==> src/rtl/reg_dump_if.sv <==
// Bundle of the dump-control, register-read and consumer-handshake signals of reg_dump.
// The slave modport is the dump engine; the master modport is whatever drives it.
interface reg_dump_if #(
    parameter int DATA_W = 8,
    parameter int ADDR_W = 3
);
    logic              start;
    logic              abort;
    logic [ADDR_W-1:0] first_addr;
    logic [ADDR_W-1:0] last_addr;
    logic [DATA_W-1:0] regdata;
    logic              ready;
    logic [ADDR_W-1:0] rdaddress;
    logic [DATA_W-1:0] dout;
    logic [ADDR_W-1:0] daddr;
    logic              valid;
    logic              busy;
    logic              done;

    modport master (
        output start, abort, first_addr, last_addr, regdata, ready,
        input  rdaddress, dout, daddr, valid, busy, done
    );

    modport slave (
        input  start, abort, first_addr, last_addr, regdata, ready,
        output rdaddress, dout, daddr, valid, busy, done
    );
endinterface

==> src/rtl/reg_dump.sv <==
// Walks a wrapping register range through one read port and streams each word out over valid/ready.
// Every output is a register; o_state exposes the FSM state for debug.
module reg_dump #(
    parameter int DATA_W = 8,
    parameter int ADDR_W = 3
) (
    input  logic        i_clk,
    input  logic        i_reset,
    reg_dump_if.slave   bus,
    output logic [1:0]  o_state
);
    // Handshake: a word transfers on a rising edge where valid && ready; dout/daddr/valid
    // hold while ready is low, and abort cancels the word even if ready is high.
    typedef enum logic [1:0] {
        S_IDLE = 2'd0,
        S_ADDR = 2'd1,
        S_SEND = 2'd2
    } state_t;

    state_t            r_state;
    state_t            w_next_state;

    logic [ADDR_W-1:0] r_last;
    logic [ADDR_W-1:0] r_rdaddress;
    logic [DATA_W-1:0] r_dout;
    logic [ADDR_W-1:0] r_daddr;
    logic              r_valid;
    logic              r_busy;
    logic              r_done;

    logic [ADDR_W-1:0] w_last;
    logic [ADDR_W-1:0] w_rdaddress;
    logic [DATA_W-1:0] w_dout;
    logic [ADDR_W-1:0] w_daddr;
    logic              w_valid;
    logic              w_busy;
    logic              w_done;

    logic              w_launch;
    logic              w_last_word;

    assign w_launch    = bus.start && !bus.abort;
    assign w_last_word = (r_daddr == r_last);

    always_ff @(posedge i_clk) begin
        if (i_reset) begin
            r_state <= S_IDLE;
        end else begin
            r_state <= w_next_state;
        end
    end

    always_comb begin
        w_next_state = r_state;
        case (r_state)
            S_IDLE: begin
                if (w_launch) begin
                    w_next_state = S_ADDR;
                end
            end
            S_ADDR: begin
                w_next_state = bus.abort ? S_IDLE : S_SEND;
            end
            S_SEND: begin
                if (bus.abort) begin
                    w_next_state = S_IDLE;
                end else if (bus.ready) begin
                    w_next_state = w_last_word ? S_IDLE : S_ADDR;
                end
            end
            default: w_next_state = S_IDLE;
        endcase
    end

    // Next values of the registered outputs; anything not assigned below holds.
    always_comb begin
        w_last      = r_last;
        w_rdaddress = r_rdaddress;
        w_dout      = r_dout;
        w_daddr     = r_daddr;
        w_valid     = r_valid;
        w_busy      = r_busy;
        w_done      = 1'b0;
        case (r_state)
            S_IDLE: begin
                if (w_launch) begin
                    w_last      = bus.last_addr;
                    w_rdaddress = bus.first_addr;
                    w_busy      = 1'b1;
                end
            end
            S_ADDR: begin
                if (bus.abort) begin
                    w_valid = 1'b0;
                    w_busy  = 1'b0;
                end else begin
                    w_dout  = bus.regdata;
                    w_daddr = r_rdaddress;
                    w_valid = 1'b1;
                end
            end
            S_SEND: begin
                if (bus.abort) begin
                    w_valid = 1'b0;
                    w_busy  = 1'b0;
                end else if (bus.ready) begin
                    w_valid = 1'b0;
                    if (w_last_word) begin
                        w_busy = 1'b0;
                        w_done = 1'b1;
                    end else begin
                        // Natural width overflow gives the wrap from the top register to 0.
                        w_rdaddress = r_rdaddress + ADDR_W'(1);
                    end
                end
            end
            default: begin
                w_valid = 1'b0;
                w_busy  = 1'b0;
            end
        endcase
    end

    always_ff @(posedge i_clk) begin
        if (i_reset) begin
            r_last      <= '0;
            r_rdaddress <= '0;
            r_dout      <= '0;
            r_daddr     <= '0;
            r_valid     <= 1'b0;
            r_busy      <= 1'b0;
            r_done      <= 1'b0;
        end else begin
            r_last      <= w_last;
            r_rdaddress <= w_rdaddress;
            r_dout      <= w_dout;
            r_daddr     <= w_daddr;
            r_valid     <= w_valid;
            r_busy      <= w_busy;
            r_done      <= w_done;
        end
    end

    assign bus.rdaddress = r_rdaddress;
    assign bus.dout      = r_dout;
    assign bus.daddr     = r_daddr;
    assign bus.valid     = r_valid;
    assign bus.busy      = r_busy;
    assign bus.done      = r_done;
    assign o_state       = r_state;
endmodule

==> src/flat_wrapper.sv <==
// flat-port wrapper written by rule: the top's interface ports become plain ports
module reg_dump_flat 
#(
    parameter int DATA_W = 8,
    parameter int ADDR_W = 3
)
  (i_clk, i_reset, o_state, bus_start, bus_abort, bus_first_addr, bus_last_addr, bus_regdata, bus_ready, bus_rdaddress, bus_dout, bus_daddr, bus_valid, bus_busy, bus_done);
  reg_dump_if #(.DATA_W(DATA_W), .ADDR_W(ADDR_W)) bus_i ();
  input  logic i_clk;
  input  logic i_reset;
  output logic [1:0] o_state;
  input wire logic [$bits(bus_i.start)-1:0] bus_start;
  input wire logic [$bits(bus_i.abort)-1:0] bus_abort;
  input wire logic [$bits(bus_i.first_addr)-1:0] bus_first_addr;
  input wire logic [$bits(bus_i.last_addr)-1:0] bus_last_addr;
  input wire logic [$bits(bus_i.regdata)-1:0] bus_regdata;
  input wire logic [$bits(bus_i.ready)-1:0] bus_ready;
  output wire logic [$bits(bus_i.rdaddress)-1:0] bus_rdaddress;
  output wire logic [$bits(bus_i.dout)-1:0] bus_dout;
  output wire logic [$bits(bus_i.daddr)-1:0] bus_daddr;
  output wire logic [$bits(bus_i.valid)-1:0] bus_valid;
  output wire logic [$bits(bus_i.busy)-1:0] bus_busy;
  output wire logic [$bits(bus_i.done)-1:0] bus_done;
  assign bus_i.start = bus_start;
  assign bus_i.abort = bus_abort;
  assign bus_i.first_addr = bus_first_addr;
  assign bus_i.last_addr = bus_last_addr;
  assign bus_i.regdata = bus_regdata;
  assign bus_i.ready = bus_ready;
  assign bus_rdaddress = bus_i.rdaddress;
  assign bus_dout = bus_i.dout;
  assign bus_daddr = bus_i.daddr;
  assign bus_valid = bus_i.valid;
  assign bus_busy = bus_i.busy;
  assign bus_done = bus_i.done;
  reg_dump #(.DATA_W(DATA_W), .ADDR_W(ADDR_W)) u_core (.i_clk(i_clk), .i_reset(i_reset), .bus(bus_i), .o_state(o_state));
endmodule
==> config.mk <==
export PLATFORM = sky130hd
export DESIGN_NAME = reg_dump_flat
export DESIGN_NICKNAME = d
export VERILOG_FILES = /design/src/rtl/reg_dump_if.sv /design/src/rtl/reg_dump.sv /design/src/flat_wrapper.sv
export SDC_FILE = /design/constraint.sdc
export NUM_CORES = 1
export LEC_CHECK = 0
export CORE_MARGIN = 10
export CORE_UTILIZATION = 40
export CTS_CLUSTER_SIZE = 28
export DETAILED_ROUTE_END_ITERATION = 12
export HOLD_SLACK_MARGIN = 0.06
export MAX_ROUTING_LAYER = met4
export PLACE_DENSITY = 0.84
export SYNTH_ARGS = -nofsm -noshare
export SYNTH_HDL_FRONTEND = slang
export SYNTH_SLANG_ARGS = --single-unit
==> constraint.sdc <==
create_clock -name i_clk -period 3 [get_ports i_clk]
set_input_delay 0.3 -clock i_clk [delete_from_list [all_inputs] [get_ports i_clk]]
set_output_delay 0.3 -clock i_clk [all_outputs]
set_load 0.05 [all_outputs]
==> results of run 1 <==
flip-flops by register name (all words and copies together) (netlist names):
register,flops
u_core.bus.dout,8
u_core.bus.daddr,3
u_core.bus.rdaddress,3
u_core.r_last,3
u_core.o_state,2
u_core.bus.busy,1
u_core.bus.done,1
u_core.bus.valid,1
how the worst min path moves through the flow:
| stage | endpoint | startpoint |
|---|---|---|
| 5_1_grt | u_core.bus.dout[1] | u_core.bus.dout[1] |
| 3_5_place_dp | u_core.bus.dout[1] | u_core.bus.dout[1] |
| 2_1_floorplan | u_core.bus.rdaddress[1] | i_reset |
| 3_3_place_gp | u_core.bus.dout[6] | u_core.bus.dout[6] |
| 4_1_cts | u_core.bus.dout[1] | u_core.bus.dout[1] |
| 6_report | u_core.bus.dout[1] | u_core.bus.dout[1] |
report_power, final:
group | leakage [nW] | internal, mW | switching, mW | total (mW)
clock | 0.0210 | 0.0741 | 0.0875 | 0.162
sequential | 0.178 | 0.300 | 0.00755 | 0.308
combinational | 0.290 | 0.0480 | 0.0552 | 0.103
total | 0.489 | 0.423 | 0.150 | 0.573
final cells by class:
| type | count | area share [%] |
|---|---|---|
| multi-input combinational | 81 | 34.9 |
| inverter | 2 | 0.549 |
| clock buffer | 4 | 2.65 |
| timing repair buffer | 37 | 27.1 |
| tap | 28 | 2.56 |
| sequential | 22 | 32.2 |
through the flow:
step	setup slack (ns)	area, µm²	instances	hold slack (ns)
floorplan	1.02	972	113	0.372
global placement	0.757	1330	170	0.442
CTS	0.960	1370	174	0.464
detailed placement	0.689	1330	170	0.446
global route	0.856	1370	174	0.498
finish	0.975	1370	174	0.462
cells in the final DEF (no fill, tap or decap), types with 2 or more instances in the layout:
cell type,count
clkdlybuf4s50_1,37
nand2_1,25
dfxtp_1,22
a21oi_1,15
nor2_1,6
mux2i_1,4
xor2_1,3
nor3_1,3
o21ai_0,3
clkbuf_4,3
inv_1,2
nand2b_1,2
a211oi_1,2
a311oi_1,2
layer usage:
| metal | part of all wire (%) | global-route usage [%] | wire length, µm | vias to the layer above |
|---|---|---|---|---|
| li1 | - | - | - | 455 |
| met1 | 40 | 10.6 | 1030 | 405 |
| met2 | 53 | 19.6 | 1360 | 25 |
| met3 | 4.9 | 1.43 | 128 | 6 |
| met4 | 2.9 | 6.87 | 74 | 0 |
| met5 | 0 | - | 0 | - |
logic make-up (layout without fill, tap and decap cells):
kind of cell | count (synthesis) | after routing | synth area share [%]
DFF | 22 | 22 | 45.3
and+or+nand+nor | 48 | 48 | 26.3
AOI/OAI and AO/OA | 25 | 25 | 14.8
xor gates and xnor gates | 3 | 3 | 2.70
buffers and inverters | 10 | 43 | 5.53
muxes | 4 | 4 | 4.12
adders and majority gates | 1 | 1 | 1.29
synthesized netlist by cell type, drive strengths merged, types with 2 or more instances:
cell type / n
nor2: 7
xor2: 3
a311oi: 2
a211oi: 2
a21oi: 15
nand2: 25
o21ai: 3
inv: 2
nor4: 2
mux2i: 4
clkbuf: 6
nor3: 3
or4: 2
dfxtp: 22
buf: 2
nand2b: 2
==> impl_metrics.yaml, run 1 <==
routing:
  via_per_inst: 5.12
  drt_first_iter_violations: 84
  drc: 0
  dr_total_vias: 891
  antenna_left: 0
  routedWlPerCell_um: 14.9
  detail_route.first_pass.iterations: 4
  route.final.wire_length_um: 2590
placement:
  dp_hpwl_um: 2020
  io_buffers: 37
  finalWeightedCongestion: 0.842
critical_path:
  crit_arrival_ns: 1.72
  ff2ff_path_depth: 4
  crit_chain: "clkdlybuf4s50_1"
  rrSetupSlack_ns: 1.07
  max_stage_delay_ns: 0.88
  end_kind: "output port"
  critPathBufInv: 1
  timing.rr.end: "u_core.bus.rdaddress[0]"
  crit_family: "buffers and inverters"
  startpoint_type: "register"
  endpoint: "o_state[1]"
  path_max_fanout: 10
  path_depth: 1
  cpMaxStageDelayCell: "clkdlybuf4s50_1"
  cp-startpoint: "u_core.o_state[1]"
  worstPathRequired_ns: 2.70
  r2r-start: "u_core.o_state[0]"
  critPathKind: "reg2out"
global_route:
  overflow: 0
  grt_start_max_net_pins: 23
  track_usage_pct: 10.8
  antenna_found_initial: 0
  grt_pass1_wl_um: 4280
  first_global_vias: 939
sta:
  maxSlewHeadroom_pct: 49.6
  hold_viol: 0
  skew_ns: 0.00544
  fin_crit_sh_pct: 67.5
  rsz0062_at_grt: "no"
  setup-tns-final_ns: 0
  drv_slew: 0
  setup_viol: 0
  worst_pin_slew_ns: 0.753
  fin_crit_ns: 2.02
  max_freq_ghz: 0.494
logic_synthesis:
  syn_avg_cell_area_um2: 8.60
  netlist_instances: 113
  ys_warn_count: 0
  synth_cell_type_count: 31
  synth-main-ff-cell: "dfxtp_1"
  ys_seq_elements: 22
  async_flop_share_pct: 0
  synth_top_area_share_pct: 45.3
  synth_nets: 133
  yosys.area.top_type: "dfxtp_1"
  yosysSeqAreaShare_pct: 45.3
  ys_top_cells_by_area: "dfxtp_1 (45%), nand2_1 (9.7%), a21oi_1 (7.7%)"
  synth_edf_count: 0
  syn_area_um2: 972
floorplan:
  initial_core_util_pct: 43.1
  coreArea_um2: 2250
  num_io_pins: 38
  dieHeight_um: 69.3
  die_area_um2: 4800
  rows: 17
  die_x_um: 69.3
clock_tree:
  cts_buffer_depth: 2
  root_buffer: "clkbuf_4"
  clkLatencyLatePin_ns: 0.31
  htreeDepth: 1
  cts_tree: "built"
  cts_buffers: 3
  cts_sinks: 22
  clkTransAtPathRegs_ns: 0.12
  cts-hold-fix-buffers: 0
  cts_resized: 0
  post_cts_buffers: 0
run:
  drv_cap: 0
hold_path:
  hold_depth: 2
  worst_hold_path_type: "reg2reg"
outcome:
  outcome: "complete, no violations"
power_and_ir_drop:
  fin_total_pwr_uw: 573
  power_density_nw_per_um2: 419
  peakVddDrop_v: 0.000245
  p_leak_nw: 0.489
final_layout:
  syn2layout_area_growth_pct: 40.7
  layout-drive-gt1-share_pct: 7.53
  multi_input_area_um2: 478
  fin_nets: 167
  final_util_pct: 60.7
  antenna_cells: 0
  regArea_um2: 440
  n_fill_cell: 208
Note: power is estimated with default switching activity, not from simulation.
==> run 2: changes to the inputs <==
==> constraint.sdc (replaced) <==
create_clock -name i_clk -period 2.01 [get_ports i_clk]
set_input_delay 0.201 -clock i_clk [delete_from_list [all_inputs] [get_ports i_clk]]
set_output_delay 0.201 -clock i_clk [all_outputs]
set_load 0.05 [all_outputs]
==> run 2 against run 1 <==
  * Highest routed layer unchanged
  * Core utilization rose by 2.5 points
  * Via count rose by 4.6%
  * Clock power rose by 110%
  * Register-to-register slack worse by 0.89 ns
==> impl_metrics.yaml, run 2 (synthesized netlist as in run 1, its figures left out) <==
sta:
  skew_ns: 0.0103
  fin_crit_sh_pct: 95.3
  maxSlewHeadroom_pct: 64.9
  max_freq_ghz: 0.522
  setup-tns-final_ns: 0
  drv_slew: 0
  fin_crit_ns: 1.92
  rsz0062_at_grt: "no"
  hold_viol: 0
  setup_viol: 0
  worst_pin_slew_ns: 0.525
  finalWorstSetupSlack_ns: 0.0944
floorplan:
  die_area_um2: 4800
  coreArea_um2: 2250
  num_io_pins: 38
  dieHeight_um: 69.3
  initial_core_util_pct: 43.1
  rows: 17
  die_x_um: 69.3
routing:
  drc: 0
  via_per_inst: 5.21
  detail_route.first_pass.iterations: 4
  drt_first_iter_violations: 66
  route.final.wire_length_um: 2780
  routedWlPerCell_um: 15.5
  antenna_left: 0
  dr_total_vias: 932
critical_path:
  end_kind: "output port"
  crit_arrival_ns: 1.71
  critPathKind: "reg2out"
  worstPathRequired_ns: 1.81
  crit_family: "buffers and inverters"
  startpoint_type: "register"
  critPathBufInv: 1
  cpMaxStageDelayCell: "clkdlybuf4s50_1"
  path_max_fanout: 10
  crit_chain: "clkdlybuf4s50_1"
  max_stage_delay_ns: 0.87
global_route:
  track_usage_pct: 11.7
  overflow: 0
  grt_start_max_net_pins: 23
  grt_pass1_wl_um: 4640
  antenna_found_initial: 0
  first_global_vias: 945
clock_tree:
  clkTransAtPathRegs_ns: 0.13
  cts_buffers: 3
  root_buffer: "clkbuf_4"
  cts_buffer_depth: 2
  cts_tree: "built"
  cts_sinks: 22
  htreeDepth: 1
  cts-hold-fix-buffers: 0
  clkLatencyLatePin_ns: 0.31
final_layout:
  multi_input_area_um2: 478
  final_cell_mix: "clkdlybuf4s50_1 (36), nand2_1 (25), dfxtp_1 (22), a21oi_1 (15), nor2_1 (6)"
  regArea_um2: 440
  n_fill_cell: 205
  antenna_cells: 0
  syn2layout_area_growth_pct: 46.5
  largest_register_ffs: 8
  final_common_cell: "clkdlybuf4s50_1"
  layout-drive-gt1-share_pct: 10.6
  fin_nets: 172
  fin_area_um2: 1420
power_and_ir_drop:
  p_leak_nw: 0.540
  power_density_nw_per_um2: 672
  peakVddDrop_v: 0.000530
placement:
  dp_hpwl_um: 2150
  finalWeightedCongestion: 0.851
  dpl-instance-area_um2: 1370
  place_ws_ns: 0.0796
  io_buffers: 37
outcome:
  outcome: "complete, no violations"
run:
  drv_cap: 0
hold_path:
  worst_hold_path_type: "in2reg"
## run 2: changes by cell type in the layout (fill, tap and decap cells not counted)
cell | before | now
dlymetal6s2s_1 | 0 | 1
clkdlybuf4s50_1 | 37 | 36
buf_4 | 0 | 5
bufinv_16 | 0 | 1
clkbuf_8 | 1 | 0
## run 2: where the power goes
group          switching (mW)  internal [mW]
clock                   0.133          0.202
sequential             0.0113          0.448
combinational          0.0847         0.0782
total                   0.229          0.728
## run 2: layout make-up
cell class | instances | share of cell area (%)
multi-input cells | 81 | 33.6
clock buffers | 3 | 1.58
inverters | 2 | 0.527
flip-flops and latches | 22 | 30.9
well taps | 28 | 2.46
repair buffers | 42 | 28.8
clock inverters | 1 | 2.11
## run 2: tightest hold or removal path: stages
cell and delay (ns):
clkdlybuf4s50_1 0.40, nand2_1 0.05, a21oi_1 0.05
## run 2: path summary, 6_finish.rpt
check	depth (start not counted)	start	end	slack [ns]
max reg2reg	4	u_core.o_state[1]	u_core.bus.rdaddress[2]	0.18
max	1	u_core.o_state[0]	o_state[0]	0.09
min reg2reg	2	u_core.bus.dout[0]	u_core.bus.dout[0]	0.47
min	3	bus_regdata[2]	u_core.bus.dout[2]	0.42
## run 2: metrics by stage
step	std cells	util, %	hold WS, ns	total power, mW
2_1_floorplan	113	-	0.273	0.558
3_3_place_gp	175	60.7	0.442	0.627
3_5_place_dp	175	60.7	0.453	0.631
4_1_cts	179	63.0	0.420	0.963
5_1_grt	179	63.2	0.429	0.996
6_report	179	63.2	0.425	0.957
## run 2: what timing repair did
action / in CTS / in global routing
endpoints found under the setup margin: 0 / 1
gates resized for setup: 0 / 1
setup buffers: 0 / 0
## run 2: metal layers
layer	up-vias	share of wire, %	global-route usage (%)
met3	7	4.0	1.57
met5	-	0	-
met2	26	53	20.7
met1	434	41	12.0
met4	0	2.7	6.65
li1	465	-	-
